===== src/rtl/moving_window_integrator.sv =====
// Moving-window integrator: running mean of the last 2**WINDOW_LOG2 accepted samples.
// Optional macro MWI_FILL_GATE_EN suppresses out_valid until the window has filled.
module moving_window_integrator #(
  parameter int DATA_WIDTH  = 16,
  parameter int WINDOW_LOG2 = 5   // must be >= 1
) (
  input  logic                         clk,
  input  logic                         rst,
  input  logic                         en,
  input  logic signed [DATA_WIDTH-1:0] xin,
  output logic signed [DATA_WIDTH-1:0] yout,
  output logic                         out_valid,
  output logic                         full
);

  localparam int N  = 1 << WINDOW_LOG2;
  localparam int AW = DATA_WIDTH + WINDOW_LOG2;
  localparam logic [WINDOW_LOG2:0] FILL_MAX = (WINDOW_LOG2 + 1)'(N);

  logic signed [DATA_WIDTH-1:0] r_mem [N];
  logic signed [DATA_WIDTH-1:0] r_rd_data;
  logic                         r_written [N];
  logic [WINDOW_LOG2-1:0]       r_ptr;
  logic [WINDOW_LOG2:0]         r_fill;
  logic signed [AW-1:0]         r_acc;

  logic                         w_accept;
  logic signed [DATA_WIDTH-1:0] w_oldest;
  logic [WINDOW_LOG2-1:0]       w_ptr_next;
  logic [WINDOW_LOG2-1:0]       w_rd_addr;
  logic [WINDOW_LOG2:0]         w_fill_next;
  logic signed [AW-1:0]         w_acc_next;
  logic signed [AW-1:0]         w_acc_shift;

  assign w_accept    = en & ~rst;
  assign w_ptr_next  = r_ptr + 1'b1;
  // Entries not written since reset count as zero, so the RAM itself needs no clear.
  assign w_oldest    = r_written[r_ptr] ? r_rd_data : '0;
  assign w_acc_next  = r_acc + AW'(xin) - AW'(w_oldest);
  assign w_acc_shift = w_acc_next >>> WINDOW_LOG2;
  assign w_fill_next = (r_fill == FILL_MAX) ? r_fill : r_fill + 1'b1;
  // Prefetch the entry the pointer will sit on next, so the oldest sample is ready on accept.
  assign w_rd_addr   = w_accept ? w_ptr_next : r_ptr;

  always_ff @(posedge clk) begin
    if (w_accept) begin
      r_mem[r_ptr] <= xin;
    end
    r_rd_data <= r_mem[w_rd_addr];
  end

  genvar gi;
  generate
    for (gi = 0; gi < N; gi++) begin : g_written
      always_ff @(posedge clk) begin
        if (rst) begin
          r_written[gi] <= 1'b0;
        end else if (w_accept && (r_ptr == WINDOW_LOG2'(gi))) begin
          r_written[gi] <= 1'b1;
        end
      end
    end
  endgenerate

  always_ff @(posedge clk) begin
    if (rst) begin
      r_acc     <= '0;
      r_ptr     <= '0;
      r_fill    <= '0;
      yout      <= '0;
      out_valid <= 1'b0;
      full      <= 1'b0;
    end else if (w_accept) begin
      r_acc  <= w_acc_next;
      r_ptr  <= w_ptr_next;
      r_fill <= w_fill_next;
      yout   <= w_acc_shift[DATA_WIDTH-1:0];
      full   <= (w_fill_next == FILL_MAX);
`ifdef MWI_FILL_GATE_EN
      out_valid <= (w_fill_next == FILL_MAX);
`else
      out_valid <= 1'b1;
`endif
    end else begin
      out_valid <= 1'b0;
    end
  end

endmodule


===== config.mk =====
export PLATFORM = sky130hd
export DESIGN_NAME = moving_window_integrator
export DESIGN_NICKNAME = d
export VERILOG_FILES = /design/src/rtl/moving_window_integrator.sv
export SDC_FILE = /design/constraint.sdc
export NUM_CORES = 1
export LEC_CHECK = 0
export ABC_AREA = 0
export BUFFER_PORTS_ARGS = -buffer_cell sky130_fd_sc_hd__buf_2
export CAP_MARGIN = 20
export CORE_ASPECT_RATIO = 1.4
export CORE_UTILIZATION = 40
export CTS_CLUSTER_DIAMETER = 120
export DETAILED_ROUTE_END_ITERATION = 7
export SYNTH_ARGS = -nofsm -noshare
export SYNTH_HDL_FRONTEND = slang
export SYNTH_SLANG_ARGS = --single-unit

===== constraint.sdc =====
create_clock -name clk -period 5.35 [get_ports clk]
set_clock_uncertainty 0.15 [all_clocks]
set_input_delay 0.535 -clock clk [delete_from_list [all_inputs] [get_ports clk]]
set_output_delay 0.535 -clock clk [all_outputs]
set_load 0.05 [all_outputs]

==> metrics.md <==
| Metric | Value |
|---|---|
| Status | `finished, final reports clean` |
| Largest fanout on the critical path | `16` |
| Vias in the first global route | `around 18000` |
| Detailed Route WL | `between 70000 and 80000 microns` |
| Area grow syn2layout | `11.4%` |
| Min-delay worst type | `primary input to register` |
| Die height | `between 300 and 400 microns` |
| Max Clk Rate | `just over 200 MHz` |
| Tot GR Track Use | `a little over a fifth` |
| Die area | `72000 sq um` |
| Die W | `227 microns` |
| Final setup viols | `0` |
| Total number of vias | `17332` |
| Lkg Pwr | `~11 nW` |
| Max VDD drop | `0.228 mV` |
| Total power | `0.0118 W` |
| Wirelength per Cell | `25.4 microns` |
| Post-synthesis mux area share | `between 10% and 20%` |
| # Max-Cap Violations | `0` |
| Syn_nets | `~2100` |
| Count of pins over their slew limit | `0` |
| Critical Path Start Type | `register` |
| Worst-path clk slew | `~0.07 ns` |
| CTS Buffer Depth | `3` |
| Hold WS | `0.161 ns` |
| Layout cells sized above 1 | `between 15 and 20%` |
| Hold Fails Final Rpt | `0` |
| Synth Register Bits | `594` |
| DRC Markers | `0` |
| I/O pin count | `37` |
| Seq. cell area | `around 17000 sq um` |
| Area fraction in and, or, nand and nor cells after synthesis | `under 10%` |
| Post-synthesis sequential area ratio | `between 60% and 70%` |
| First-pass GRT wire length | `about 110000 microns` |
| Power per cell area | `372 nW/um^2` |
| Synth top area cells | `edfxtp_1, mux2i_1, mux4_2` |
| Row count | `approximately 120` |
| Hold_buf cts | `0` |
| Unrepaired setup endpoints after global routing | `no` |
| Antenna Cells | `0` |
| H-tree depth | `2` |
| CTS Root Cell | `clkbuf_16` |
| Largest net degree at the start of global routing | `approximately 110` |
| CTS sink cnt | `~590` |
| # fillers | `roughly 6300` |
| Initial antenna violation count | `3` |
| IO Port Bufs | `36` |
| DPL Wire Length | `between 40000 and 50000 microns` |
| Min-delay src | `xin[4]` |
| Clock Latency Late Sink | `~0.62 ns` |
| Synthesis Warnings | `0` |
| Post_cts resized | `0` |
| Post-Syn Instances | `2000` |
| Post-synthesis cell area | `28400 sq um` |
| Drt initial violations | `1553` |
| Critical path arrival | `just over 5 ns` |
| Adder-Cell Fraction of Synth Area | `~2.7%` |
| Multi-input logic area | `between 9000 and 10000 sq um` |
| Tcrit/Tclk final | `between 90% and 100%` |
| Slew headroom | `29.5%` |
| Synth top area share | `a little under three fifths` |
| Main combinational cell family by area after synthesis | `multiplexers` |
| Starting Density | `~40%` |
| TritonCTS clock tree | `yes` |
| Count of cell types in the netlist | `a little under 80` |
| Nets | `between 2000 and 2500` |
| Setup Buffers After CTS | `0` |
| Cell with the most instances after synthesis | `edfxtp_1` |
| Crit path time final | `4.82 ns` |
| WS Path Type | `register to register` |
| GP Congestion | `~0.86` |
| Setup tns final | `0 ns` |
| Post-synthesis xor/xnor area fraction | `0.732%` |
| Num CTS Buffers | `55` |
| Async S/R FF share, synth | `0%` |
| Required time worst endpoint | `5.69 ns` |
| Global route overflow | `0` |
| Crit. End Element | `register` |
| Synthesized area per cell | `14.2 sq um` |
| Synth Area in Compound Gates | `roughly 8.7%` |
| Post-synth top cells | `edfxtp_1, mux2i_1, nor2_1` |
| Top_reg_cell synth | `edfxtp_1` |
| Via-to-Cell Ratio | `5.75` |
| Critical Path Start | `r_ptr[0]` |
| Core box area | `~70000 sq um` |
| Pre-antenna DRT Iters | `6` |
| R2r startpoint | `r_ptr[0]` |
| Yosys top cell by area | `edfxtp_1` |
| ANT nets after route | `0` |
| Worst Tran Pin Value | `1.06 ns` |
| Number of flops mapped to enable cells by yosys | `about 540` |
critical path: stages (launching register included):
cell	delay (ns)
dfxtp_4	0.48
mux4_2	0.55
mux4_2	0.50
mux2i_4	0.40
nor2b_1	0.10
ha_1	0.29
inv_1	0.06
ha_1	0.16
inv_1	0.07
fa_1	0.45
nand2b_1	0.20
a21oi_1	0.27
o21ai_0	0.24
a2111oi_0	0.50
a211o_1	0.16
o311ai_0	0.12
path summary, 6_finish.rpt:
check / endpoint / slack, ns / depth (start not counted)
max: yout[13] / 0.53 / 15
min: r_mem[6][4] / 0.16 / 1
max reg2reg: yout[13] / 0.53 / 15
min reg2reg: r_written[16] / 0.31 / 1
area by class of cell:
class / instances / area share, %
flip-flops and latches: 594 / 54.8
multi-input cells: 1170 / 31.4
clock buffers: 65 / 4.77
well taps: 936 / 3.71
repair buffers: 127 / 2.99
clock inverters: 37 / 1.26
inverters: 85 / 1.03
flip-flops by register name (all words and copies together) (netlist names):
register,count
full,1
out_valid,1
r_acc,5
r_fill,6
r_mem,512
r_ptr,5
r_rd_data,16
r_written,32
yout,16
metal layers:
layer	GRT usage [%]	routed length, microns	vias to the layer above
met4	10.0	3650	4
met1	25.6	30300	8909
li1	-	-	7765
met3	2.79	3530	149
met5	0	27	-
met2	37.7	39200	505
stage by stage:
step	setup slack, ns	utilization (%)	cell area [sq um]	instances
finish	0.527	45.0	31600	3014
global route	0.294	45.0	31600	3014
CTS	0.557	45.0	31600	3013
detailed placement	0.567	42.3	29700	2911
global placement	0.652	42.2	29700	2910
floorplan	0.845	-	28400	2000
kinds of logic after synthesis:
family          Yosys count
compound gates          352
xor+xnor                 19
fa+ha+maj                50
buf+inv                 236
flops                   594
mux                     397
simple gates            352
layout by cell type, fill, tap and decap left out, drive strengths merged, types with 15 or more instances in the layout:
cell type,Yosys,routed
inv,83,84
ha,30,30
clkbuf,52,65
nor2,131,131
fa,20,20
a221oi,15,15
o211ai,26,26
nand3,35,35
clkinv,2,26
o22ai,38,38
buf,99,127
edfxtp,543,543
mux4,62,62
mux2i,302,302
dfxtp,51,51
o21ai,65,65
mux2,33,33
nand2,108,108
a22o,15,15
a21oi,45,45
a211oi,19,19
report_power, final:
group | internal [W] | switching (W)
Combinational | 0.000877 | 0.00150
Sequential | 0.00516 | 0.0000800
Clock | 0.00239 | 0.00174
No activity file was read; power rests on OpenSTA's default activity.
